$ cat src/rtl/riscv_pkg.sv
// Shared RISC-V pipeline types.
//   mem_oper_t : memory operation carried down the pipe with each instruction
//   exc_t      : trap cause carried down the pipe (NO_TRAP when clean)
//   is_load()  : true for the five load operations
package riscv_pkg;

  typedef enum logic [3:0] {
    MEM_NOP = 4'd0,
    LB      = 4'd1,
    LBU     = 4'd2,
    LH      = 4'd3,
    LHU     = 4'd4,
    LW      = 4'd5,
    SB      = 4'd6,
    SH      = 4'd7,
    SW      = 4'd8
  } mem_oper_t;

  typedef enum logic [3:0] {
    NO_TRAP               = 4'd0,
    INSTR_ADDR_MISALIGNED = 4'd1,
    ILLEGAL_INSTR         = 4'd2,
    BREAKPOINT            = 4'd3,
    LOAD_ADDR_MISALIGNED  = 4'd4,
    STORE_ADDR_MISALIGNED = 4'd5,
    ECALL                 = 4'd6
  } exc_t;

  function automatic logic is_load(input mem_oper_t oper);
    return (oper == LB) || (oper == LBU) || (oper == LH) ||
           (oper == LHU) || (oper == LW);
  endfunction

endpackage

$ cat src/rtl/load_formatter.sv
// Combinational load data alignment and extension.
//   oper : memory operation (non-load operations pass word through)
//   addr : low two bits of the effective address (byte lane)
//   word : raw 32-bit word returned by the LSU
//   data : aligned, sign- or zero-extended load result
module load_formatter
  import riscv_pkg::*;
(
  input  mem_oper_t   oper,
  input  logic [1:0]  addr,
  input  logic [31:0] word,
  output logic [31:0] data
);

  logic [7:0]  byte_v;
  logic [15:0] half_v;

  always_comb begin
    byte_v = word[7:0];
    case (addr)
      2'd0: byte_v = word[7:0];
      2'd1: byte_v = word[15:8];
      2'd2: byte_v = word[23:16];
      2'd3: byte_v = word[31:24];
      default: byte_v = word[7:0];
    endcase
  end

  // Halfword lane is chosen by addr[1] only; addr[0] set is a misalignment
  // trapped elsewhere, so the data here is don't-care in that case.
  assign half_v = addr[1] ? word[31:16] : word[15:0];

  always_comb begin
    data = word;
    case (oper)
      LB:      data = {{24{byte_v[7]}}, byte_v};
      LBU:     data = {24'd0, byte_v};
      LH:      data = {{16{half_v[15]}}, half_v};
      LHU:     data = {16'd0, half_v};
      default: data = word;
    endcase
  end

endmodule

$ cat src/rtl/stage_mem2.sv
// MEM2 pipeline stage: formats load data, detects misaligned accesses,
// provides the forwarding path and holds the MEM2/WB pipeline registers.
//   clk_i, rstn_i        : clock, synchronous active-low reset
//   lsu_rdata_i          : LSU read word, valid one cycle after MEM1 request
//   instr_valid_i ..     : MEM1/MEM2 instruction fields
//   stall_i / flush_i    : hold / kill the MEM2/WB registers (flush wins)
//   *_o (WB group)       : registered MEM2/WB outputs
//   fwd_valid_o/rd/data  : combinational forwarding of the current result
//
// Pipeline semantics: there is no valid/ready handshake here; an
// instruction advances into the WB registers on every edge where stall_i
// is low, and flush_i turns the WB slot into a bubble regardless of stall.
module stage_mem2
  import riscv_pkg::*;
(
  input  logic        clk_i,
  input  logic        rstn_i,
  input  logic [31:0] lsu_rdata_i,
  input  logic        instr_valid_i,
  input  logic        is_csr_i,
  input  logic        csr_we_i,
  input  logic [11:0] csr_waddr_i,
  input  logic [31:0] csr_wdata_i,
  input  logic        write_rd_i,
  input  logic [4:0]  rd_addr_i,
  input  logic [31:0] alu_result_i,
  input  mem_oper_t   mem_oper_i,
  input  exc_t        trap_i,
  input  logic        stall_i,
  input  logic        flush_i,
  output logic        instr_valid_o,
  output logic        is_csr_o,
  output logic        csr_we_o,
  output logic [11:0] csr_waddr_o,
  output logic [31:0] csr_wdata_o,
  output logic        write_rd_o,
  output logic [4:0]  rd_addr_o,
  output logic [31:0] wb_data_o,
  output exc_t        trap_o,
  output logic        fwd_valid_o,
  output logic [4:0]  fwd_rd_o,
  output logic [31:0] fwd_data_o
);

  logic        hold_valid_q;
  logic [31:0] hold_word_q;
  logic        load_op;
  logic [31:0] fmt_word;
  logic [31:0] load_data;
  logic [31:0] result;
  exc_t        trap_eff;
  logic        trap_any;

  assign load_op = is_load(mem_oper_i);

  // The LSU word is only present for one cycle; once captured during a
  // stall, the held copy feeds the formatter until the stage advances.
  assign fmt_word = hold_valid_q ? hold_word_q : lsu_rdata_i;

  load_formatter u_load_formatter (
    .oper (mem_oper_i),
    .addr (alu_result_i[1:0]),
    .word (fmt_word),
    .data (load_data)
  );

  assign result = load_op ? load_data : alu_result_i;

  // An incoming trap keeps priority; misalignment only raised on clean
  // instructions. Bubbles never raise a trap.
  always_comb begin
    trap_eff = trap_i;
    if (instr_valid_i && (trap_i == NO_TRAP)) begin
      case (mem_oper_i)
        LH, LHU: if (alu_result_i[0])           trap_eff = LOAD_ADDR_MISALIGNED;
        LW:      if (alu_result_i[1:0] != 2'd0) trap_eff = LOAD_ADDR_MISALIGNED;
        SH:      if (alu_result_i[0])           trap_eff = STORE_ADDR_MISALIGNED;
        SW:      if (alu_result_i[1:0] != 2'd0) trap_eff = STORE_ADDR_MISALIGNED;
        default: trap_eff = trap_i;
      endcase
    end
  end

  assign trap_any = (trap_eff != NO_TRAP);

  assign fwd_valid_o = instr_valid_i & write_rd_i & ~trap_any & (rd_addr_i != 5'd0);
  assign fwd_rd_o    = rd_addr_i;
  assign fwd_data_o  = result;

  // Load-data hold register. Reset and flush discard it; the first
  // unstalled edge consumes it (the WB registers load from held data on
  // that same edge) and clears it.
  always_ff @(posedge clk_i) begin
    if (!rstn_i) begin
      hold_valid_q <= 1'b0;
    end else if (flush_i) begin
      hold_valid_q <= 1'b0;
    end else if (!stall_i) begin
      hold_valid_q <= 1'b0;
    end else if (instr_valid_i && load_op && !hold_valid_q) begin
      hold_valid_q <= 1'b1;
    end
  end

  always_ff @(posedge clk_i) begin
    if (rstn_i && !flush_i && stall_i && instr_valid_i && load_op && !hold_valid_q) begin
      hold_word_q <= lsu_rdata_i;
    end
  end

  // Control half of the MEM2/WB register: reset and flush give a bubble.
  always_ff @(posedge clk_i) begin
    if (!rstn_i || flush_i) begin
      instr_valid_o <= 1'b0;
      is_csr_o      <= 1'b0;
      csr_we_o      <= 1'b0;
      write_rd_o    <= 1'b0;
      trap_o        <= NO_TRAP;
    end else if (!stall_i) begin
      instr_valid_o <= instr_valid_i;
      is_csr_o      <= is_csr_i;
      csr_we_o      <= csr_we_i & ~trap_any;
      write_rd_o    <= write_rd_i & ~trap_any;
      trap_o        <= trap_eff;
    end
  end

  // Data half: no reset needed, qualified by the control bits above.
  always_ff @(posedge clk_i) begin
    if (!flush_i && !stall_i) begin
      csr_waddr_o <= csr_waddr_i;
      csr_wdata_o <= csr_wdata_i;
      rd_addr_o   <= rd_addr_i;
      wb_data_o   <= result;
    end
  end

endmodule

$ cat config.mk
export PLATFORM = sky130hd
export DESIGN_NAME = stage_mem2
export DESIGN_NICKNAME = d
export VERILOG_FILES = /design/src/rtl/riscv_pkg.sv /design/src/rtl/load_formatter.sv /design/src/rtl/stage_mem2.sv
export SDC_FILE = /design/constraint.sdc
export NUM_CORES = 1
export LEC_CHECK = 0
export ABC_AREA = 1
export BUFFER_PORTS_ARGS = -buffer_cell sky130_fd_sc_hd__buf_2
export CAP_MARGIN = 5
export CELL_PAD_IN_SITES_DETAIL_PLACEMENT = 0
export CELL_PAD_IN_SITES_GLOBAL_PLACEMENT = 1
export CORE_ASPECT_RATIO = 1.75
export CORE_MARGIN = 2
export CORE_UTILIZATION = 35
export CTS_BUF_LIST = sky130_fd_sc_hd__clkbuf_4 sky130_fd_sc_hd__clkbuf_8 sky130_fd_sc_hd__clkbuf_16
export DETAILED_ROUTE_END_ITERATION = 6
export GPL_TIMING_DRIVEN = 0
export PLACE_DENSITY = 0.91
export SYNTH_ARGS = -nofsm -noshare
export SYNTH_HDL_FRONTEND = slang
export SYNTH_SLANG_ARGS = --single-unit
$ cat constraint.sdc
create_clock -name clk_i -period 6.2 [get_ports clk_i]
set_input_delay 1.24 -clock clk_i [delete_from_list [all_inputs] [get_ports clk_i]]
set_output_delay 1.24 -clock clk_i [all_outputs]
set_load 0.05 [all_outputs]
; ---- Word level (Yosys, flattened, before mapping)
; Cells that the tools add are included.
[classes]
n_addsub = 0
n_mul = 0
div = 0
n_lt_le_gt_ge = 0
n_eq_ne = 10
n_shift = 0
muxes = 11
bitwise_logic = 8
n_reduce_logical = 25
[ops]
columns = operator, n
row1 = $pmux W32 S4, 1
row2 = $mux W32, 2
row3 = $pmux W8 S4, 1
row4 = $mux W4, 5
row5 = $mux W16, 1
row6 = $pmux W4 S4, 1
row7 = $eq A4 B3 Y1 const B, 3
row8 = $logic_and A1 B1 Y1, 9
row9 = $eq A4 B2 Y1 const B, 2
row10 = $and A1 B1 Y1, 5
row11 = $logic_or A1 B1 Y1, 5
row12 = $reduce_bool A5 Y1, 1
row13 = $eq A2 B2 Y1 const B, 2
row14 = $eq A4 B1 Y1 const B, 1
row15 = $eq A4 B4 Y1 const B, 1
row16 = $logic_not A1 Y1, 4
row17 = $logic_not A4 Y1, 1
row18 = $reduce_bool A4 Y1, 1
row19 = $not A1 Y1, 3
row20 = $reduce_or A3 Y1, 1
row21 = $eq A2 B1 Y1 const B, 1
row22 = $logic_not A2 Y1, 1
row23 = $reduce_bool A2 Y1, 1
row24 = $reduce_or A2 Y1, 1
[totals]
ff_bits = 122
latch_bits = 0
ramBits = 0
mem_bits_ro = 0
input_bits = 129
wordCells = 65
memories = 0

; ---- Longest topological paths before layout
[logic_depth]
word_depth = 8
depth_mapped = 12

; ---- Cells and area by module
; A second synthesis with hierarchy kept.
[hier_totals]
cells_unflattened = 631
area_unflattened_um2 = 5934.4
[by_module_without_submodules]
columns = mod, n_inst, cells_per_inst, area_each_um2, seq_area_each_um2
row1 = stage_mem2, 1, 412, 4788.3, 3573.4
row2 = load_formatter, 1, 219, 1146.1, 0.0

; ---- Worst setup path after synthesis
; No wires, ideal clock.
[synth_path]
kind = input to register
from = in flush_i
to = reg csr_we_o
arrival_time_ns = 5.351
t_required_ns = 6.141
slack_ns = 0.789
stages = 5
n_path_buf = 0
cell_sequence = nor2_1 nand2_1 inv_1 nand4_1 nand2_1
[synth_via]
elab_chain_cells = 1
[synth_lines]
columns = element, line_no
row1 = start: declaration, stage_mem2.sv:30  ; input logic flush_i,
row2 = $logic_or A1 B1 Y1, stage_mem2.sv:113  ; if (!rstn_i || flush_i) begin
row3 = end signal: assignment, stage_mem2.sv:122  ; csr_we_o <= csr_we_i & ~trap_any;
row4 = end: declaration, stage_mem2.sv:33  ; output logic csr_we_o,
; Every way passes these cells.
; A chain may end at the register's enable or synchronous reset.

; ---- Worst setup path after layout
[layout_path]
from = in mem_oper_i[1]
to = out fwd_data_o[27]
[layout_via]
elab_chain_cells = 6
elab_cells_between_ends = 11
cone_classes = 5 x eq/ne / 2 x mux / 4 x reduce/logical
[layout_lines]
columns = element, line_no
row1 = start: declaration, stage_mem2.sv:27  ; input mem_oper_t mem_oper_i,
row2 = $eq A4 B1 Y1 or $eq A4 B2 Y1 (tied branches), "riscv_pkg.sv:30, load_formatter.sv:35"
row3 = $logic_or A1 B1 Y1 (3 in series), riscv_pkg.sv:30  ; return (oper == LB) || (oper == LBU) || (oper == LH) ||
row4 = $logic_or A1 B1 Y1, riscv_pkg.sv:31  ; (oper == LHU) || (oper == LW);
row5 = $mux W32 (*), stage_mem2.sv:67  ; assign result = load_op ? load_data : alu_result_i;
row6 = end: declaration, stage_mem2.sv:42  ; output logic [31:0] fwd_data_o
; Mark *: on every way between the ends. The rest lies on a longest branch, timed or not.

==> results.txt <==
----------------------------------------------------
[Cells and area]
  Final Cell Area ... 7880 sq um
  Most common library cell in the layout ignoring fill and taps ... sky130_fd_sc_hd__buf_2
  Ratio of cells with drive above 1 in the final layout ... 37.5%
  Number of nets in the final layout ... 987
  Area Overhead vs Synth ... 38.3%
  Final Core Density ... 49.4%
  Count of filler cells inserted in the layout ... 1565
  Count of antenna diodes in the layout ... 0
  Number of cells in the finished layout apart from fillers ... 1060
  Commonest cells after routing, fill and taps aside ... sky130_fd_sc_hd__buf_2, sky130_fd_sc_hd__nand2_1, sky130_fd_sc_hd__edfxtp_1, sky130_fd_sc_hd__inv_1, sky130_fd_sc_hd__o21ai_0

[Logic synthesis]
  Fraction of registers with async set or reset after synthesis ... 0%
  Post-synthesis area per instance ... 9.81 sq um
  Predominant post-synthesis flop cell ... sky130_fd_sc_hd__edfxtp_1
  Sequential-to-total area share from yosys stat ... 62.7%
  Post-synth EDFFs ... 113
  Syn_nets ... 710
  Biggest area contributors in the synthesized netlist ... sky130_fd_sc_hd__edfxtp_1, sky130_fd_sc_hd__nand2_1, sky130_fd_sc_hd__dfxtp_1
  Number of instances in the synthesized netlist ... 581
  Cell Area, Synth ... 5700 sq um
  Synth warn ... 0
  Dominant cell type by area after synthesis ... sky130_fd_sc_hd__edfxtp_1
  Post-synthesis sequential element count ... 122
  Post-synthesis cell type count ... 33
  Fraction of synthesized cell area taken by the top area cell type ... 59.6%

[Routing]
  Router iterations before antenna repair ... 5
  Detailed-route via count ... 5241
  Number of remaining DRC errors ... 0
  Avg Vias per Cell ... 4.94
  Routed WL ... 18300 um
  Average wire length per cell after detail routing ... 17.2 um
  Antenna-violating nets left ... 0
  Count of routing violations after the opening detailed-route iteration ... 345

[Status]
  Run status ... completed

[Clock tree]
  H-tree depth ... 4
  Post-CTS setup buffer count ... 0
  CTS root buffer ... sky130_fd_sc_hd__clkbuf_16
  Clock-pin transition on the worst setup and hold timing paths ... 70 ps
  Cts bufs inserted ... 17
  Cells resized by post-CTS repair ... 0
  CTS Hold Buffers Added ... 0
  Clock tree from TritonCTS ... done
  CTS max path bufs ... 2
  Number of sinks driven by the clock tree ... 122
  Worst-skew pair later-pin latency ... 420 ps

[Place]
  Sum of net half-perimeters after detailed placement ... 14100 um
  I/O Buffers ... 255
  Count of placed standard cells including taps ... 1028
  Routability Congestion ... 0.954
  Cell area after placement ... 7290 sq um
  Pre-CTS setup slack ... 1880 ps

[Global routing]
  Global-route congestion overflow total ... 0
  Via count of the first global-routing pass ... 5201
  Global-route usage over all layers ... 21.3%
  Antenna violations before repair ... 0
  Global-route wire length before repair ... 27700 um
  Maximum number of pins on one net before global-route repair ... 38

[Die]
  Die Span X ... 100 um
  Num ports ... 256
  Vertical extent of the die ... 173 um
  Total core area ... 16000 sq um
  Row count ... 61
  Initial core utilization ... 35.7%
  Total Die Area ... 17400 sq um

[STA]
  RSZ-0062 raised after global routing ... no
  Achievable frequency ... 0.233 GHz
  WHS ... 456 ps
  Final worst setup slack ... 1910 ps
  Number of hold violations in the final report ... 0
  Total negative setup slack ... 0 ps
  Number of setup violations in the final report ... 0
  Largest clock skew in the final design ... 11.8 ps
  Worst slew slack as a fraction of its limit ... 35.0%
  Final slew viol count ... 0
  Final critical-path required period ... 4290 ps
  Final Cycle Share ... 69.1%
  Tightest Pin Transition ... 972 ps

[Power]
  Peak supply drop ... 0.130 mV
  Power Dens Cells ... 307 nW/um^2
  Leakage Power ... 3.71 nW
  PnR Total Power ... 2.42 mW

[Setup path]
  Ordered list of cells on the worst path ... buf_2, inv_1, nand2_1, nor3_4, nor2_4, inv_4, buf_6, nor2_1, o21bai_1, inv_1, buf_2
  Arr. time, crit path ... 3050 ps
  Critical path launch point type ... input port
  Delay of the slowest critical-path stage ... 460 ps
  Flop2flop setup slack ... 3990 ps
  Critical path type ... in2out
  Required time of the worst setup path ... 4960 ps
  Critical path endpoint category ... output pin
  Slowest cell on the critical path ... sky130_fd_sc_hd__nor3_4
  Maximum fanout along the worst path ... 10

[Flow run]
  Max-capacitance violation count ... 0

[Worst hold path]
  Worst hold-check path type ... reg2reg

----------------------------------------------------
==> cell usage after synthesis, types with 5 or more instances <==
cell                       instances
sky130_fd_sc_hd__buf_4             6
sky130_fd_sc_hd__clkbuf_1          5
sky130_fd_sc_hd__o21bai_1         17
sky130_fd_sc_hd__nand2_1         212
sky130_fd_sc_hd__dfxtp_1           9
sky130_fd_sc_hd__edfxtp_1        113
sky130_fd_sc_hd__o211ai_1          6
sky130_fd_sc_hd__inv_1            46
sky130_fd_sc_hd__nor2_1           30
sky130_fd_sc_hd__a31oi_1          14
sky130_fd_sc_hd__buf_2             9
sky130_fd_sc_hd__nand3_1          28
sky130_fd_sc_hd__o21ai_0          33
sky130_fd_sc_hd__a21oi_1          19
==> state kept, by name (all words and copies together) (netlist names), 4 cells and up <==
| register | count |
|---|---|
| csr_waddr_o | 12 |
| csr_wdata_o | 32 |
| hold_word_q | 32 |
| rd_addr_o | 5 |
| trap_o | 4 |
| wb_data_o | 32 |
==> layout make-up <==
type | instances | area, sq um | area share [%]
well taps | 189 | 236 | 3.00
inverters | 50 | 190 | 2.41
flip-flops and latches | 122 | 3570 | 45.3
plain buffers | 25 | 158 | 2.00
clock inverters | 11 | 81.3 | 1.03
multi-input cells | 384 | 1790 | 22.7
repair buffers | 258 | 1340 | 17.1
clock buffers | 21 | 508 | 6.45
==> logic make-up after synthesis <==
family,after synthesis,share of synthesized area [%]
AND/OR/NAND/NOR,290,21.2
flip-flops,122,62.7
buffers and inverters,75,6.10
AO/OA/AOI/OAI,94,9.97
==> power by group <==
group          internal, mW  switching, mW
Sequential            0.946        0.00832
Clock                 0.589          0.379
Combinational         0.121          0.373
Total                  1.66          0.760
==> metal layers <==
layer / vias to the layer above / GRT usage [%] / part of all wire (%)
li1: 2524 / - / -
met5: - / 0 / 0
met1: 2449 / 21.3 / 35
met2: 221 / 39.1 / 54
met4: 0 / 13.7 / 5.8
met3: 47 / 4.12 / 5.1
==> path summary, 6_finish.rpt <==
kind | end | startpoint | cells past startpoint
worst max register to register | hold_word_q[30]$_DFFE_PP_ | hold_valid_q$_SDFFE_PP0P_ | 4
worst max-delay path | fwd_data_o[27] | mem_oper_i[1] | 11
worst min-delay path | write_rd_o$_SDFFE_PP0N_ | write_rd_o$_SDFFE_PP0N_ | 2
worst min register to register | write_rd_o$_SDFFE_PP0N_ | write_rd_o$_SDFFE_PP0N_ | 2
==> worst max-delay path: cells and delay by family <==
family	cells	cell delay (ps)
AND/OR/NAND/NOR	4	790
buffers and inverters	6	850
AO/OA/AOI/OAI	1	150
Power figures use the tool's default switching activity.
